File: config.mk
export PLATFORM = sky130hd
export DESIGN_NAME = cpm_rst_seq
export DESIGN_NICKNAME = d
export VERILOG_FILES = /design/src/rtl/cpm_rst_seq.sv
export SDC_FILE = /design/constraint.sdc
export NUM_CORES = 1
export LEC_CHECK = 0
export CAP_MARGIN = 20
export CELL_PAD_IN_SITES_DETAIL_PLACEMENT = 0
export CELL_PAD_IN_SITES_GLOBAL_PLACEMENT = 1
export CORE_MARGIN = 1
export CORE_UTILIZATION = 42
export DETAILED_ROUTE_END_ITERATION = 8
export PLACE_DENSITY = 0.82
export SKIP_CTS_REPAIR_TIMING = 1
export SLEW_MARGIN = 40
export SYNTH_ARGS = -nofsm -noshare
export SYNTH_HDL_FRONTEND = slang
export SYNTH_SLANG_ARGS = --single-unit
File: constraint.sdc
create_clock -name sys_clk -period 3 [get_ports sys_clk]
set_input_delay 0.6 -clock sys_clk [delete_from_list [all_inputs] [get_ports sys_clk]]
set_output_delay 0.6 -clock sys_clk [all_outputs]
set_load 0.05 [all_outputs]
File: src/rtl/cpm_rst_seq.sv
// Reset/bring-up sequencer for the CPM PCIe controller: POR, CPM POR, then PERST# release, link-up wait with bounded retry.
// Optional macro CPM_RSTSEQ_LINK_SYNC_EN inserts a two-flop synchronizer on link_up_i.
module cpm_rst_seq #(
    parameter int unsigned POR_HOLD_CYC     = 500,
    parameter int unsigned PERST_DELAY_CYC  = 16,
    parameter int unsigned LINK_TIMEOUT_CYC = 100000,
    parameter int unsigned MAX_RETRY        = 3,
    parameter int unsigned CNT_W            = 20
) (
    input  logic       sys_clk,
    input  logic       sys_rst_n,
    input  logic       start_i,
    input  logic       link_up_i,
    output logic       por_n_o,
    output logic       cpm_por_n_o,
    output logic       perst0_n_o,
    output logic       perst1_n_o,
    output logic       seq_ready_o,
    output logic       seq_err_o,
    output logic [2:0] state_o,
    output logic [1:0] retry_cnt_o
);

    localparam int unsigned RETRY_W = 2;
    localparam logic [CNT_W-1:0]   HOLD_LAST = CNT_W'(POR_HOLD_CYC - 1);
    localparam logic [CNT_W-1:0]   DLY_LAST  = CNT_W'(PERST_DELAY_CYC - 1);
    localparam logic [CNT_W-1:0]   TO_LAST   = CNT_W'(LINK_TIMEOUT_CYC - 1);
    localparam logic [CNT_W-1:0]   CNT_MAX   = '1;
    localparam logic [RETRY_W-1:0] RETRY_MAX = RETRY_W'(MAX_RETRY);

    typedef enum logic [2:0] {
        S_IDLE      = 3'd0,
        S_HOLD      = 3'd1,
        S_REL_POR   = 3'd2,
        S_REL_PERST = 3'd3,
        S_WAIT_LINK = 3'd4,
        S_READY     = 3'd5,
        S_FAIL      = 3'd6,
        S_BAD       = 3'd7
    } state_e;

    state_e               state, state_nxt;
    logic [CNT_W-1:0]     cnt, cnt_nxt, cnt_inc;
    logic [RETRY_W-1:0]   retry, retry_nxt;
    logic                 link_s;
    logic                 por_nxt, perst_nxt, rdy_nxt, err_nxt;

`ifdef CPM_RSTSEQ_LINK_SYNC_EN
    logic [1:0] link_sync;

    // Two-flop synchronizer for the asynchronous link-up status
    always_ff @(posedge sys_clk) begin
        if (!sys_rst_n) begin
            link_sync <= 2'b00;
        end else begin
            link_sync <= {link_sync[0], link_up_i};
        end
    end

    assign link_s = link_sync[1];
`else
    assign link_s = link_up_i;
`endif

    // State, dwell counter, retry count and registered output decode
    always_ff @(posedge sys_clk) begin
        if (!sys_rst_n) begin
            state       <= S_IDLE;
            cnt         <= '0;
            retry       <= '0;
            por_n_o     <= 1'b0;
            cpm_por_n_o <= 1'b0;
            perst0_n_o  <= 1'b0;
            perst1_n_o  <= 1'b0;
            seq_ready_o <= 1'b0;
            seq_err_o   <= 1'b0;
        end else begin
            state       <= state_nxt;
            cnt         <= cnt_nxt;
            retry       <= retry_nxt;
            por_n_o     <= por_nxt;
            cpm_por_n_o <= por_nxt;
            perst0_n_o  <= perst_nxt;
            perst1_n_o  <= perst_nxt;
            seq_ready_o <= rdy_nxt;
            seq_err_o   <= err_nxt;
        end
    end

    // Saturating dwell increment
    assign cnt_inc = (cnt == CNT_MAX) ? cnt : cnt + CNT_W'(1);

    always_comb begin
        state_nxt = state;
        cnt_nxt   = cnt_inc;
        retry_nxt = retry;
        por_nxt   = 1'b0;
        perst_nxt = 1'b0;
        rdy_nxt   = 1'b0;
        err_nxt   = 1'b0;

        case (state)
            S_IDLE: begin
                cnt_nxt = '0;
                if (start_i) begin
                    state_nxt = S_HOLD;
                    retry_nxt = '0;
                end
            end
            S_HOLD: begin
                if (cnt == HOLD_LAST) begin
                    state_nxt = S_REL_POR;
                    cnt_nxt   = '0;
                end
            end
            S_REL_POR: begin
                if (cnt == DLY_LAST) begin
                    state_nxt = S_REL_PERST;
                    cnt_nxt   = '0;
                end
            end
            S_REL_PERST: begin
                state_nxt = S_WAIT_LINK;
                cnt_nxt   = '0;
            end
            S_WAIT_LINK: begin
                // Link-up beats a coincident timeout
                if (link_s) begin
                    state_nxt = S_READY;
                    cnt_nxt   = '0;
                end else if (cnt == TO_LAST) begin
                    cnt_nxt = '0;
                    if (retry < RETRY_MAX) begin
                        retry_nxt = retry + RETRY_W'(1);
                        state_nxt = S_HOLD;
                    end else begin
                        state_nxt = S_FAIL;
                    end
                end
            end
            S_READY: begin
                cnt_nxt = '0;
                if (!link_s) begin
                    state_nxt = S_WAIT_LINK;
                end
            end
            S_FAIL: begin
                cnt_nxt = '0;
                if (start_i) begin
                    state_nxt = S_HOLD;
                    retry_nxt = '0;
                end
            end
            default: begin
                state_nxt = S_IDLE;
                cnt_nxt   = '0;
                retry_nxt = '0;
            end
        endcase

        // Outputs follow the state being entered so they align with state_o
        case (state_nxt)
            S_REL_POR: begin
                por_nxt = 1'b1;
            end
            S_REL_PERST, S_WAIT_LINK: begin
                por_nxt   = 1'b1;
                perst_nxt = 1'b1;
            end
            S_READY: begin
                por_nxt   = 1'b1;
                perst_nxt = 1'b1;
                rdy_nxt   = 1'b1;
            end
            S_FAIL: begin
                err_nxt = 1'b1;
            end
            default: begin
                por_nxt = 1'b0;
            end
        endcase
    end

    assign state_o     = state;
    assign retry_cnt_o = retry;

endmodule

# After elaboration in Yosys (flattened, before gate mapping)
# Cells that the tools add are included.
# W data, S select, Z words.
word_totals:
  reg_bits: 29
  latch_bits: 0
  mem_bits_rw: 0
  romBits: 0
  in_bits: 4
  out_inout_bits: 11
  word_cells: 59
  memories: 0
classes:
  add_sub_neg: 2
  mul: 0
  div: 0
  n_lt_le_gt_ge: 1
  eq_ne: 19
  shift: 0
  muxes: 23
  n_bitwise: 1
  reduce_logical: 6
op_table:
  columns: ["operator", "n"]
  rows:
  - ["$mux W20", 5]
  - ["$pmux W20 S3", 1]
  - ["$mux W3", 7]
  - ["$add A20 B1 Y20 const B", 1]
  - ["$eq A20 B17 Y1 const B", 1]
  - ["$eq A20 B20 Y1 const B", 1]
  - ["$eq A20 B4 Y1 const B", 1]
  - ["$eq A20 B9 Y1 const B", 1]
  - ["$eq A3 B3 Y1 const B", 6]
  - ["$pmux W3 S6", 1]
  - ["$eq A3 B2 Y1 const B", 4]
  - ["$mux W2", 4]
  - ["$reduce_or A4 Y1", 2]
  - ["$ne A2 B2 Y1 const B", 3]
  - ["$pmux W2 S3", 1]
  - ["$reduce_and A5 Y1", 1]
  - ["$mux W1", 4]
  - ["$eq A3 B1 Y1 const B", 1]
  - ["$logic_not A3 Y1", 1]
  - ["$reduce_or A3 Y1", 1]
  - ["$add A2 B1 Y2 const B", 1]
  - ["$lt A2 B2 Y1 const B", 1]
  - ["$ne A2 B1 Y1 const B", 1]
  - ["$reduce_or A2 Y1", 1]
  - ["$not A1 Y1", 1]

# Logic depth before layout (Yosys ltp)
# Gate-level depths: netlist (run 1).
depth:
  ltp_word: 8
  depth_mapped: 9

# Worst setup path after synthesis (run 1)
# Ideal clock, no wire load.
synth_path:
  kind: "register to register"
  startpoint: "reg cnt[12]"
  endpoint: "reg cpm_por_n_o"
  setup_ns: 0.122
  arrival_ns: 2.145
  required_time_ns: 2.878
  path_slack_ns: 0.733
  stages_incl_launch_ff: 8
  period_less_slack_ns: 2.267
  cell_sequence: "dfxtp_1 or4_1 or4_1 buf_2 nor4_4 a21oi_2 a21oi_1 a21oi_2"
synth_between:
  elab_chain_cells: 7
synth_rtl:
  columns: ["element", "line", "text"]
  rows:
  - ["start, declared", "43", "logic [CNT_W-1:0] cnt, cnt_nxt, cnt_inc;"]
  - ["start signal, assigned", "79", "cnt <= cnt_nxt;"]
  - ["$eq A20 B17 Y1", "131", "end else if (cnt == TO_LAST) begin"]
  - ["$mux W3", "131", null]
  - ["$mux W3", "128", "if (link_s) begin"]
  - ["$pmux W3 S6 *", "102", "case (state)"]
  - ["$eq A3 B3 Y1 / $eq A3 B2 Y1 (equally long branches)", "162", "case (state_nxt)"]
  - ["$reduce_or A4 Y1 (no line) *", null, null]
  - ["$mux W1 *", "162", null]
  - ["end signal, assigned", "82", "cpm_por_n_o <= por_nxt;"]
  - ["end, declared", "15", "output logic cpm_por_n_o,"]
# Every way passes the cells marked *; elsewhere a longest branch is shown, timed or not.
# A chain may end at the register's enable or synchronous reset.

# Worst setup path after layout (run 1)
layout_path:
  startpoint: "reg cnt[12]"
  endpoint: "reg cnt[19]"
layout_between:
  elab_chain_cells: 5
layout_rtl:
  columns: ["element", "line", "text"]
  rows:
  - ["$add A20 B1 Y20 / $eq A20 B20 Y1 (equally long branches)", "91", "assign cnt_inc = (cnt == CNT_MAX) ? cnt : cnt + CNT_W'(1);"]
  - ["$mux W20", "91", null]
  - ["$mux W20", "131", null]
  - ["$mux W20", "128", null]
  - ["$pmux W20 S3 *", "102", null]
# Marks and branches as above.

==> results of run 1 <==
## how the worst max path moves through the flow
stage / from / to / cells after the start
3_5_place_dp: start_i / cpm_por_n_o / 7
4_1_cts: cnt[12] / cpm_por_n_o / 6
6_report: cnt[12] / cnt[19] / 7
3_3_place_gp: start_i / cpm_por_n_o / 7
2_1_floorplan: cnt[12] / cpm_por_n_o / 7
5_1_grt: cnt[12] / cnt[18] / 7
## metrics by stage
step                      power (uW)  cells  area, sq um  setup WS (ns)
final                            728    247         1780          0.556
after global routing             763    247         1780          0.391
after CTS                        738    247         1780          0.545
after detailed placement         434    239         1700          0.477
after global placement           433    239         1700          0.478
after floorplan                  422    187         1550          0.733
## state kept, by name, summed over array words and instances (netlist names)
register,flops
seq_err_o,1
cpm_por_n_o,1
retry_cnt_o,2
perst1_n_o,1
seq_ready_o,1
cnt,20
state_o,3
## cells in the final DEF, fill, tap and decap left out, types with 6 or more instances in the layout
| cell type | instances |
|---|---|
| xnor2_1 | 10 |
| clkdlybuf4s50_1 | 14 |
| inv_1 | 6 |
| nor3_1 | 8 |
| nand2_1 | 14 |
| nor2_1 | 33 |
| nand3_1 | 10 |
| dfxtp_1 | 29 |
## power by group through the flow
stage          Sequential [uW]  Combinational (uW)  Clock [uW]
3_5_place_dp               399                34.3           0
5_1_grt                    391                37.3         334
4_1_cts                    391                34.6         313
3_3_place_gp               399                33.8           0
2_1_floorplan              401                20.7           0
6_report                   391                34.5         302
## layer usage
metal  vias to the layer above  wire (um)
li1                        687          -
met1                       630       1420
met2                        26       1490
met3                         7        139
met4                         0         58
met5                         -          0
## kinds of logic (layout without fill, tap and decap cells)
family,Yosys count,in the layout,share of synthesized area (%)
adders and majority gates,2,2,1.62
buffers and inverters,15,29,5.09
muxes,2,2,1.29
DFF,29,29,37.5
and+or+nand+nor,100,100,35.5
AOI/OAI and AO/OA,24,24,10.5
xor gates and xnor gates,15,15,8.49
## final cells by class
type / instances / area share (%)
Clock buffer: 6 / 4.08
Sequential cell: 29 / 32.6
Tap cell: 46 / 3.23
Multi-Input combinational cell: 143 / 49.9
Timing Repair Buffer: 15 / 8.30
Clock inverter: 2 / 0.563
Inverter: 6 / 1.27
## critical path: stages, from the launching register on
cell     delay, ns
dfxtp_1       0.34
or4_1         0.54
or4_1         0.65
nor2_1        0.24
o31ai_1       0.09
o21ai_1       0.12
buf_4         0.25
nor3_1        0.09
==> metrics.yaml, run 1 <==
status: "complete, no violations"
multi_input_area_sq_um: 888
ff_latch_area_sq_um: 581
grt_pass1_wl_mm: 5.30
path_max_fanout: 20
setup_tns_ns: 0
fin_skew_ns: 0.00375
vdd_drop_max_v: 0.000250
r2r_end: "cnt[19]"
viasPerCell: 5.47
period_share_pct: 81.5
utilization_pct: 51.7
synth_top_cell_area_share_pct: 37.5
synth_edf_count: 0
synth_area_leader_cell: "dfxtp_1"
synth_area_per_cell_sq_um: 8.28
holdPathEnd: "retry_cnt_o[1]"
ff2ff_path_depth: 7
r2r_slack_ns: 0.56
grt_max_degree: 21
p_leak_uw: 0.000580
start_util_pct: 45.0
io_pins: 15
gr-total-overflow: 0
rows: 21
syn_nets: 193
crit_path_end_kind: "flip-flop"
yosys-top-cells-area: "dfxtp_1 38%, nor2_1 8.0%, xnor2_1 5.7%"
synth_warnings: 0
worst-slew-pin-transition_ns: 0.663
grtUsageTotal_pct: 17.5
antenna_found_initial: 0
synthFlopType: "dfxtp_1"
cp.arrival_ns: 2.61
port_buffers: 14
hp-class: "reg -> reg"
grt_pass1_vias: 1243
htreeDepth: 2
detail_route.wl_per_cell_um: 12.6
power.share.clock_pct: 41.5
use_met2_pct: 28.8
antenna_cells: 0
num_vias: 1350
busiest_layer: "met2"
timing.rr.start: "cnt[12]"
p_sw_uw: 167
synth_seq_cells: 29
numCtsBuffers: 5
combPwrFrac_pct: 4.7
gp_congestion: 0.765
finalSetupViolations: 0
ant_nets: 0
wirelength_mm: 3.10
area_growth_pct: 15.0
final.min_clock_period_ns: 2.44
crit_type: "reg -> reg"
rsz0062_at_grt: "no"
swShare_pct: 23.0
drc_errors: 0
seq_power_share_pct: 53.7
dr.pass1.iters: 4
holdWs_ns: 0.487
synth_cells: 187
dr.first_iter.drc_count: 46
die_y_um: 62.7
ys_types: 44
die-area_sq_um: 3930
min-delay-start: "retry_cnt_o[1]"
synth_seq_area_share_pct: 37.5
clkTransAtPathRegs_ns: 0.06
met1_usage_pct: 20.1
worstPathRequired_ns: 3.16
clockBufferDepth: 2
synth.most_common_cell: "nor2_1"
fillers: 341
cts_root_buffer: "clkbuf_8"
nets: 206
max_cap_viol_count: 0
synth_commonest_cells: "33 x nor2_1, 29 x dfxtp_1, 14 x nand2_1"
internal-power_uw: 560
cp-start-kind: "flip-flop"
finalMaxSlewViolations: 0
die_width_um: 62.7
async_reset_ff_share_pct: 0
place_hpwl_mm: 2.34
syn_area_sq_um: 1550
drive_gt1_share_pct: 9.45
cts_tree: "yes"
fmaxAchievable_mhz: 409
powerDensity_nw_per_um2: 409
core_sq_um: 3440
slew_headroom_pct: 55.5
hold_viol_final: 0
clk_latency_ns: 0.28
whs_path_depth: 2
use_met3_pct: 6.57
cts_sinks: 29
(Power assumes the default switching activity.)
==> run 2, diff against run 1 <==
--- a/config.mk
+++ b/config.mk
@@ -9,9 +9,9 @@
 export CELL_PAD_IN_SITES_DETAIL_PLACEMENT = 0
 export CELL_PAD_IN_SITES_GLOBAL_PLACEMENT = 1
 export CORE_MARGIN = 1
-export CORE_UTILIZATION = 42
+export CORE_UTILIZATION = 38
 export DETAILED_ROUTE_END_ITERATION = 8
-export PLACE_DENSITY = 0.82
+export PLACE_DENSITY = 0.79
 export SKIP_CTS_REPAIR_TIMING = 1
 export SLEW_MARGIN = 40
 export SYNTH_ARGS = -nofsm -noshare
==> constraint.sdc (replaced) <==
create_clock -name sys_clk -period 2.15 [get_ports sys_clk]
set_input_delay 0.43 -clock sys_clk [delete_from_list [all_inputs] [get_ports sys_clk]]
set_output_delay 0.43 -clock sys_clk [all_outputs]
set_load 0.05 [all_outputs]
==> run 2 against run 1 <==
  * The flow now finishes with violations (negative setup slack)
  * Largest power group unchanged
  * Sequential power increased by 39%
  * Worst setup slack got worse by 0.60 ns
  * Power increased by 51%
  * Clock skew increased by 0.00062 ns
  * Combinational power increased by 86%
  * Critical path depth increased by 1
  * Largest cell class unchanged
  * Worst hold slack improved by 0.024 ns
  * Clock power increased by 63%
  * Flip-flop and latch count unchanged
==> metrics.yaml, run 2 (synthesis gave the netlist of run 1 again) <==
status: "finished, violations left"
violations: "negative setup slack"
die_y_um: 65.8
port_buffers: 14
htreeDepth: 2
whs_path_depth: 2
antenna_found_initial: 0
instances_no_fill: 277
crit_type: "reg -> reg"
start_util_pct: 41.0
finalMaxSlewViolations: 0
hp-class: "reg -> reg"
rows: 22
worst-slew-pin-transition_ns: 0.595
combPwrFrac_pct: 5.8
gr-total-overflow: 0
cts_tree: "yes"
core_sq_um: 3770
slew_headroom_pct: 59.9
numCtsBuffers: 5
mostFrequentLayoutCell: "buf_4"
power.share.clock_pct: 44.7
fin_skew_ns: 0.00437
holdWs_ns: 0.511
worstPathRequired_ns: 2.29
period_share_pct: 102
largest_reg_flops: 20
finalSetupViolations: 18
grt_max_degree: 14
utilization_pct: 56.5
cp-start-kind: "flip-flop"
powerDensity_nw_per_um2: 517
io_pins: 15
vdd_drop_max_v: 0.000413
die-area_sq_um: 4330
grt_pass1_vias: 1306
clkTransAtPathRegs_ns: 0.06
seq_power_share_pct: 49.4
p_leak_uw: 0.000737
nets: 234
place_hpwl_mm: 2.59
p_sw_uw: 245
fin_ws_ns: -0.0422
detail_route.wl_per_cell_um: 12.8
cp.arrival_ns: 2.33
rsz0062_at_grt: "yes"
clk_latency_ns: 0.28
dr.pass1.iters: 4
final_cell_mix: "28 x buf_4, 27 x dfxtp_1, 25 x nor2_1, 14 x nand2_1, 13 x clkdlybuf4s50_1"
hold_viol_final: 0
design_area_sq_um: 2130
ff_latch_area_sq_um: 583
num_vias: 1425
dr.first_iter.drc_count: 46
swShare_pct: 22.3
setup_tns_ns: -0.256
place_inst: 267
grt_pass1_wl_mm: 5.70
ff2ff_path_depth: 8
placed_area_sq_um: 1910
cts_root_buffer: "clkbuf_8"
internal-power_uw: 857
wirelength_mm: 3.54
gp_congestion: 0.850
multi_input_area_sq_um: 992
fmaxAchievable_mhz: 456
ant_nets: 0
max_cap_viol_count: 0
drc_errors: 0
cts_sinks: 29
clockBufferDepth: 2
area_growth_pct: 37.7
grtUsageTotal_pct: 17.4
final.min_clock_period_ns: 2.19
regMostFlops: "cnt"
fillers: 339
crit_path_end_kind: "flip-flop"
viasPerCell: 5.14
drive_gt1_share_pct: 30.6
die_width_um: 65.8
antenna_cells: 0
path_max_fanout: 8
==> run 2: cell count changes in the layout (fill, tap and decap cells not counted), moves of 2 or more <==
cell      delta
buf_4       +27
nor2_1       -8
clkbuf_8     +2
or4_4        +2
nor2_4       +6
a21oi_1      -2
nor2_2       +2
dfxtp_1      -2
nor3_1       -3
or4_1        -2
a21oi_2      +2
dfxtp_2      +2
nor3_2       +3
==> run 2: layer usage <==
metal  wire [um]  vias to the layer above  track usage [%]
met5           0                        -                0
met4          27                        0             7.34
met3          96                        4             3.62
met2        1750                       16             29.6
met1        1660                      658             21.1
li1            -                      747                -
==> run 2: critical path, cell delays in order (launching register included) <==
cell      delay, ns
dfxtp_2        0.32
or4_4          0.53
or4_4          0.49
o21ai_2        0.15
o31ai_1        0.07
o21ai_1        0.14
buf_4          0.16
buf_12         0.14
a311oi_1       0.05
==> run 2: power by group through the flow <==
stage	Clock [uW]	Combinational (uW)	Sequential, uW
after floorplan	0	31.4	560
after detailed placement	0	52.4	557
final	493	64.1	545
after global routing	530	69.0	545
after CTS	510	52.5	545
after global placement	0	52.2	556
==> run 2: area by class of cell <==
class                           count  area share (%)
Timing Repair Buffer               43            17.4
Clock inverter                      1           0.235
Tap cell                           48            2.82
Inverter                            6            1.06
Multi-Input combinational cell    143            46.6
Sequential cell                    29            27.4
Clock buffer                        7            4.52
==> run 2: path summary, 6_finish.rpt <==
kind	from	endpoint	slack, ns
max	cnt[14]	cnt[18]	-0.04
min	retry_cnt_o[1]	retry_cnt_o[1]	0.51
max reg2reg	cnt[14]	cnt[18]	-0.04
min reg2reg	retry_cnt_o[1]	retry_cnt_o[1]	0.51
==> run 2: per-stage QoR <==
stage | total power [uW] | setup slack (ns)
6_report | 1100 | -0.0422
4_1_cts | 1110 | -0.108
3_5_place_dp | 609 | -0.0926
2_1_floorplan | 591 | -0.00437
3_3_place_gp | 608 | -0.0550
5_1_grt | 1140 | -0.113
